$ cat src/rtl/fft4_pkg.sv
// Shared definitions for the 4-point DFT engine: data widths, FSM state
// encoding, twiddle constants and the accumulator rounding helper.
package fft4_pkg;

  localparam int unsigned DATA_W = 16;                    // sample width (re/im each)
  localparam int unsigned COEF_W = 17;                    // twiddle width, 1.0 = 2^FRAC_W
  localparam int unsigned FRAC_W = 15;                    // twiddle fraction bits
  localparam int unsigned OUT_W  = DATA_W + 3;            // result width
  localparam int unsigned PROD_W = DATA_W + COEF_W + 1;   // one complex product term
  localparam int unsigned ACC_W  = DATA_W + COEF_W + 3;   // four terms summed

  localparam logic [COEF_W-1:0] TW_ONE       = 17'h08000;
  localparam logic [COEF_W-1:0] TW_MINUS_ONE = 17'h18000;

  localparam logic [ACC_W-1:0] ROUND_HALF = ACC_W'(64'd1 << (FRAC_W - 1));

  typedef enum logic [1:0] {
    StIdle,
    StLoad,
    StCalc,
    StOut
  } state_e;

  // Round half up, drop the twiddle fraction and take the result width.
  // Four samples times |W| <= 1 always fit in OUT_W, so no saturation.
  function automatic logic [OUT_W-1:0] round_frac(input logic [ACC_W-1:0] acc);
    logic [ACC_W-1:0] rounded;
    logic [ACC_W-1:0] shifted;
    rounded = acc + ROUND_HALF;
    shifted = ACC_W'($signed(rounded) >>> FRAC_W);
    return shifted[OUT_W-1:0];
  endfunction

endpackage

$ cat src/rtl/fft4_cmac.sv
// Combinational signed complex multiply x * w.
//   x_re_i, x_im_i : DATA_W signed sample
//   w_re_i, w_im_i : COEF_W signed twiddle
//   p_re_o, p_im_o : PROD_W signed product terms (re = xr*wr - xi*wi, im = xr*wi + xi*wr)
module fft4_cmac
  import fft4_pkg::*;
(
  input  logic [DATA_W-1:0] x_re_i,
  input  logic [DATA_W-1:0] x_im_i,
  input  logic [COEF_W-1:0] w_re_i,
  input  logic [COEF_W-1:0] w_im_i,
  output logic [PROD_W-1:0] p_re_o,
  output logic [PROD_W-1:0] p_im_o
);

  logic signed [PROD_W-1:0] xr, xi, wr, wi;

  always_comb begin
    // Sign-extend everything to the product width so the multiply is exact.
    xr     = PROD_W'($signed(x_re_i));
    xi     = PROD_W'($signed(x_im_i));
    wr     = PROD_W'($signed(w_re_i));
    wi     = PROD_W'($signed(w_im_i));
    p_re_o = xr * wr - xi * wi;
    p_im_o = xr * wi + xi * wr;
  end

endmodule

$ cat src/rtl/fft4_dft_engine.sv
// Sequential 4-point DFT. Loads four complex samples, sweeps the external
// twiddle ROMs over (k,n) for 16 multiply-accumulate cycles, then streams
// X[0..3] out over a valid/ready handshake.
//   clk_i, rst_ni            : clock, asynchronous active-low reset
//   in_valid_i / in_ready_o  : sample handshake, in_re_i/in_im_i = x[n]
//   lut_k_o, lut_n_o         : twiddle ROM address (0 outside CALC)
//   twiddle_re_i/_im_i       : combinational ROM data for (lut_k, lut_n)
//   out_valid_o / out_ready_i: result handshake, out_k_o = bin, out_re_o/out_im_o = X[out_k]
//   busy_o                   : high in CALC and OUT
module fft4_dft_engine
  import fft4_pkg::*;
(
  input  logic              clk_i,
  input  logic              rst_ni,
  input  logic              in_valid_i,
  output logic              in_ready_o,
  input  logic [DATA_W-1:0] in_re_i,
  input  logic [DATA_W-1:0] in_im_i,
  output logic [1:0]        lut_k_o,
  output logic [1:0]        lut_n_o,
  input  logic [COEF_W-1:0] twiddle_re_i,
  input  logic [COEF_W-1:0] twiddle_im_i,
  output logic              out_valid_o,
  input  logic              out_ready_i,
  output logic [1:0]        out_k_o,
  output logic [OUT_W-1:0]  out_re_o,
  output logic [OUT_W-1:0]  out_im_o,
  output logic              busy_o
);

  state_e            state_q, state_d;
  logic [1:0]        load_cnt_q, load_cnt_d;
  logic [3:0]        cnt_q, cnt_d;        // {k, n}, n innermost
  logic [1:0]        out_k_q, out_k_d;
  logic [DATA_W-1:0] samp_re_q [4];
  logic [DATA_W-1:0] samp_re_d [4];
  logic [DATA_W-1:0] samp_im_q [4];
  logic [DATA_W-1:0] samp_im_d [4];
  logic [ACC_W-1:0]  acc_re_q, acc_re_d;
  logic [ACC_W-1:0]  acc_im_q, acc_im_d;
  logic [OUT_W-1:0]  res_re_q [4];
  logic [OUT_W-1:0]  res_re_d [4];
  logic [OUT_W-1:0]  res_im_q [4];
  logic [OUT_W-1:0]  res_im_d [4];

  logic [1:0]        cur_k, cur_n;
  logic [PROD_W-1:0] prod_re, prod_im;
  logic [ACC_W-1:0]  acc_re_sum, acc_im_sum;

  assign cur_k = cnt_q[3:2];
  assign cur_n = cnt_q[1:0];

  fft4_cmac u_cmac (
    .x_re_i (samp_re_q[cur_n]),
    .x_im_i (samp_im_q[cur_n]),
    .w_re_i (twiddle_re_i),
    .w_im_i (twiddle_im_i),
    .p_re_o (prod_re),
    .p_im_o (prod_im)
  );

  // n = 0 starts a fresh bin, so the old accumulator value is dropped.
  always_comb begin
    acc_re_sum = ((cur_n == 2'd0) ? '0 : acc_re_q)
                 + {{(ACC_W - PROD_W){prod_re[PROD_W-1]}}, prod_re};
    acc_im_sum = ((cur_n == 2'd0) ? '0 : acc_im_q)
                 + {{(ACC_W - PROD_W){prod_im[PROD_W-1]}}, prod_im};
  end

  always_comb begin
    state_d    = state_q;
    load_cnt_d = load_cnt_q;
    cnt_d      = cnt_q;
    out_k_d    = out_k_q;
    samp_re_d  = samp_re_q;
    samp_im_d  = samp_im_q;
    acc_re_d   = acc_re_q;
    acc_im_d   = acc_im_q;
    res_re_d   = res_re_q;
    res_im_d   = res_im_q;

    unique case (state_q)
      StIdle, StLoad: begin
        if (in_valid_i) begin
          samp_re_d[load_cnt_q] = in_re_i;
          samp_im_d[load_cnt_q] = in_im_i;
          load_cnt_d            = load_cnt_q + 2'd1;
          if (load_cnt_q == 2'd3) begin
            state_d = StCalc;
            cnt_d   = '0;
          end else begin
            state_d = StLoad;
          end
        end
      end
      StCalc: begin
        acc_re_d = acc_re_sum;
        acc_im_d = acc_im_sum;
        if (cur_n == 2'd3) begin
          res_re_d[cur_k] = round_frac(acc_re_sum);
          res_im_d[cur_k] = round_frac(acc_im_sum);
        end
        cnt_d = cnt_q + 4'd1;
        if (cnt_q == 4'd15) begin
          state_d = StOut;
          out_k_d = '0;
        end
      end
      StOut: begin
        if (out_ready_i) begin
          out_k_d = out_k_q + 2'd1;
          if (out_k_q == 2'd3) begin
            state_d    = StIdle;
            load_cnt_d = '0;
          end
        end
      end
      default: state_d = StIdle;
    endcase
  end

  always_ff @(posedge clk_i or negedge rst_ni) begin
    if (!rst_ni) begin
      state_q    <= StIdle;
      load_cnt_q <= '0;
      cnt_q      <= '0;
      out_k_q    <= '0;
      acc_re_q   <= '0;
      acc_im_q   <= '0;
      for (int i = 0; i < 4; i++) begin
        samp_re_q[i] <= '0;
        samp_im_q[i] <= '0;
        res_re_q[i]  <= '0;
        res_im_q[i]  <= '0;
      end
    end else begin
      state_q    <= state_d;
      load_cnt_q <= load_cnt_d;
      cnt_q      <= cnt_d;
      out_k_q    <= out_k_d;
      acc_re_q   <= acc_re_d;
      acc_im_q   <= acc_im_d;
      samp_re_q  <= samp_re_d;
      samp_im_q  <= samp_im_d;
      res_re_q   <= res_re_d;
      res_im_q   <= res_im_d;
    end
  end

  always_comb begin
    in_ready_o  = (state_q == StIdle) || (state_q == StLoad);
    busy_o      = (state_q == StCalc) || (state_q == StOut);
    out_valid_o = (state_q == StOut);
    lut_k_o     = (state_q == StCalc) ? cur_k : 2'd0;
    lut_n_o     = (state_q == StCalc) ? cur_n : 2'd0;
    out_k_o     = out_k_q;
    out_re_o    = res_re_q[out_k_q];
    out_im_o    = res_im_q[out_k_q];
  end

endmodule

$ cat config.mk
export PLATFORM = sky130hd
export DESIGN_NAME = fft4_dft_engine
export DESIGN_NICKNAME = d
export VERILOG_FILES = /design/src/rtl/fft4_pkg.sv /design/src/rtl/fft4_cmac.sv /design/src/rtl/fft4_dft_engine.sv
export SDC_FILE = /design/constraint.sdc
export NUM_CORES = 2
export LEC_CHECK = 0
export BUFFER_PORTS_ARGS = -buffer_cell sky130_fd_sc_hd__buf_2
export CORE_UTILIZATION = 60
export CTS_CLUSTER_DIAMETER = 40
export DETAILED_ROUTE_END_ITERATION = 8
export PLACE_DENSITY = 0.8
export SETUP_SLACK_MARGIN = 0.1
export SYNTH_ARGS = -nofsm -noshare
export SYNTH_HDL_FRONTEND = slang
export SYNTH_HIERARCHICAL = 1
export SYNTH_SLANG_ARGS = --single-unit
$ cat constraint.sdc
create_clock -name clk_i -period 10.1 [get_ports clk_i]
set_input_delay 1.01 -clock clk_i [delete_from_list [all_inputs] [get_ports clk_i]]
set_output_delay 1.01 -clock clk_i [all_outputs]
set_load 0.01 [all_outputs]
==> impl_metrics.toml <==
[placement]
gp_congestion = 1.04
detailedPlacementHpwl_mm = 151
place.port_buffers = 116
dpl_cell_area_sq_um = 70200

[min_path]
timing.hold.worst.class = "input pin to asynchronous set/reset pin"

[global_routing]
use_met1_pct = 47.2
grt_use_met3_pct = 7.76
globalRouteOverflowTotal = 0
grt_start_max_net_pins = 171
first_global_vias = 54100
number_of_antenna_violations_at_the_first_check_in_global_routing = 8
wire_length_of_the_first_global_routing_pass_mm = 299
groute.layer.met2.usage_pct = 59.0
gr-usage-all-layers_pct = 36.9
globalRoute.busiestLayer = "met2"

[worst_setup_path]
ff2ff_setup_slack_ns = -0.55
timing.rr.end = "res_re_q[35]$_DFFE_PN0P_"
timing.setup.critical_path_class = "register to register"
crit_path_end_kind = "register"
worstPathBufferInverterCount = 10
delay_of_the_slowest_cell_on_the_worst_path_ns = 0.61
cp_data_arrival_time_ns = 11.14
path_max_fanout = 13
worstRegToRegCells = 38
regToRegStartpoint = "cnt_q[0]$_DFFE_PN0P_"
critPathTopFamily = "adder cells"
critical_path.most_common_cell = "fa_1"
worst_setup_path_start_kind = "register"
cell_with_the_largest_stage_delay_on_the_worst_path = "fa_1"
worstPathRequired_ns = 10.59

[finish]
postLayoutCoreUtil_pct = 71.3
finish.instance_area_sq_um = 73800
layout-area-overhead-vs-synth_pct = 18.0
share_of_final_layout_standard_cells_stronger_than_drive_strength_1_pct = 21.9
multiInputGateArea_sq_um = 48800
fillCellCount = 7094
finalNetCount = 8828
area.sequential_sq_um = 8960

[timing]
period_needed_ns = 10.65
hold_viol = 0
worstMarginPinSlew_ns = 1.17
post_route_skew_ns = 0.0606
period_share_pct = 105
achievable_freq_ghz = 0.0939
final.setup.worst_slack_ns = -0.550
final_max_slew_viol_count = 0
grt_setup_unrepaired = "yes"
maxSlewHeadroom_pct = 22.2
setup_violations = 98

[floorplan]
initial_utilization_pct = 60.4
placement_rows = 118
core_area_sq_um = 103000
fp.dieH_microns = 325
dieArea_sq_um = 106000
die-width_microns = 325
design.portCount = 117

[logic_synthesis]
synth.lib_cells_used.distinct = 105
proportion_of_synthesized_flip_flops_having_asynchronous_set_or_reset_pct = 100
syn_nets = 8124
ys_ff_latch = 358
post_synth.cell_area_avg_sq_um = 9.73
synth.area.top_cells = "fa_1 (40%), dfrtp_1 (14%), inv_1 (8.0%), ha_1 (7.8%), and2_1 (5.3%)"
netlist.area_leader.share_pct = 39.5
synth_enable_flop_cells = 0
synthTopCellsByCount = "inv_1 (1327), fa_1 (1235), nand2_1 (882), and2_1 (530), ha_1 (391)"
synth-main-ff-cell = "dfrtp_1"
synth-seq-area-share_pct = 14.3
post-synth-top-count-cell = "inv_1"
syn_area_sq_um = 62500
yosys_warnings = 6
synth_largest_area_cell = "fa_1"
postSynthCellCount = 6428

[clock_tree]
tritoncts_num_sinks = 358
cts.path.max_buffers = 3
clockRootBuffer = "clkbuf_16"
insertion_delay_ns = 0.62
clock_buffer_count_from_cts = 44
clock_tree.htree_level_count = 2
clk_pin_slew_worst_paths_ns = 0.06
tritoncts = "yes"
cts-hold-fix-buffers = 0

[route]
post_drt_wl_per_cell_microns = 22.5
first_pass_iters = 8
viasPerCell = 5.79
routed-via-count = 49500
totalWireLength_mm = 192
drt_iter0_markers = 4322
number_of_remaining_drc_errors = 0
drtAntennaViolNets = 0

[flow_run]
max-cap-violations = 0

[outcome]
failing_checks = "setup timing"
run_status = "finished, violations left"
## cells by family (layout without fill, tap and decap cells)
kind of cell	count (synthesis)	count (layout)	share of synthesized area, %
DFF	358	358	14.3
muxes	258	258	5.89
and+or+nand+nor	1825	1825	14.4
buffers and inverters	1626	2366	9.94
other	0	5	0
adders and majority gates	1626	1626	47.4
AOI/OAI and AO/OA	555	555	5.61
xor gates and xnor gates	180	180	2.52
## sequential cells by signal, indices dropped and copies added, names as in the netlist
name / flops
acc_im_q: 34
acc_re_q: 34
cnt_q: 4
load_cnt_q: 2
out_k_o: 2
res_im_q: 76
res_re_q: 76
samp_im_q: 64
samp_re_q: 64
state_q: 2
## final cells by class
class | instances | area share (%)
Inverter | 1329 | 6.78
Tap cell | 1380 | 2.34
Sequential cell | 358 | 12.1
Clock inverter | 27 | 0.514
Antenna cell | 5 | 0.0170
Clock buffer | 55 | 1.63
Multi-Input combinational cell | 4444 | 66.1
Timing Repair Buffer | 955 | 10.5
## routing by layer
metal,wire [microns],up-vias
met1,70400,25100
li1,-,21000
met2,88800,2666
met3,18700,751
met4,14000,10
met5,63,-
## worst reg2reg max path, delay by kind of cell, from the launching register on
kind                     cells  cell delay, ns
buffers and inverters       10            1.39
flip-flops                   1            0.43
AND/OR/NAND/NOR              4            0.74
adder cells (fa/ha/maj)     10            4.78
XOR/XNOR                     3            0.61
multiplexers                 2            0.82
AO/OA/AOI/OAI                9            1.77
## per-stage QoR
stage / std cells / TNS (ns) / hold WS (ns) / setup slack (ns)
after floorplan: 6428 / 0 / 0.431 / 0.109
after global placement: 8407 / -26.60 / 0.445 / -0.466
after detailed placement: 8407 / -34.45 / 0.455 / -0.617
after CTS: 8524 / -14.54 / 0.455 / -0.386
after global routing: 8548 / -62.70 / 0.478 / -0.792
final: 8553 / -26.14 / 0.431 / -0.550
## cells in the final DEF, fill, tap and decap left out, types with 37 or more instances in the layout
| master | instances |
|---|---|
| inv_1 | 1319 |
| fa_1 | 1215 |
| nand2_1 | 868 |
| buf_4 | 759 |
| and2_1 | 523 |
| ha_1 | 368 |
| dfrtp_1 | 355 |
| mux2_2 | 182 |
| o21ai_0 | 163 |
| nor2_1 | 116 |
| buf_2 | 115 |
| a21oi_1 | 105 |
| xnor2_1 | 98 |
| nor2b_1 | 76 |
| mux4_2 | 70 |
| buf_12 | 61 |
| xor2_1 | 45 |
| clkbuf_16 | 45 |
| a21o_1 | 38 |
| nand2b_1 | 37 |
## worst max path at each step
stage | end | slack, ns | cells after the start | start
after floorplan | res_re_q[37]$_DFFE_PN0P_ | 0.11 | 41 | cnt_q[0]$_DFFE_PN0P_
after global placement | res_re_q[49]$_DFFE_PN0P_ | -0.47 | 39 | cnt_q[0]$_DFFE_PN0P_
after detailed placement | res_re_q[56]$_DFFE_PN0P_ | -0.62 | 39 | cnt_q[0]$_DFFE_PN0P_
after CTS | res_re_q[36]$_DFFE_PN0P_ | -0.39 | 39 | cnt_q[0]$_DFFE_PN0P_
after global routing | res_re_q[55]$_DFFE_PN0P_ | -0.79 | 40 | cnt_q[0]$_DFFE_PN0P_
final | res_re_q[35]$_DFFE_PN0P_ | -0.55 | 38 | cnt_q[0]$_DFFE_PN0P_
## what timing repair did
action	CTS	global route
resized for setup	176	134
hold endpoints to repair	0	0
setup endpoints to repair	129	163
pin swaps	80	54
buffers inserted	35	23
gates cloned	0	1
Power is not shown: default switching activity piles up to over one toggle a cycle in this logic, so the estimate is an artifact.
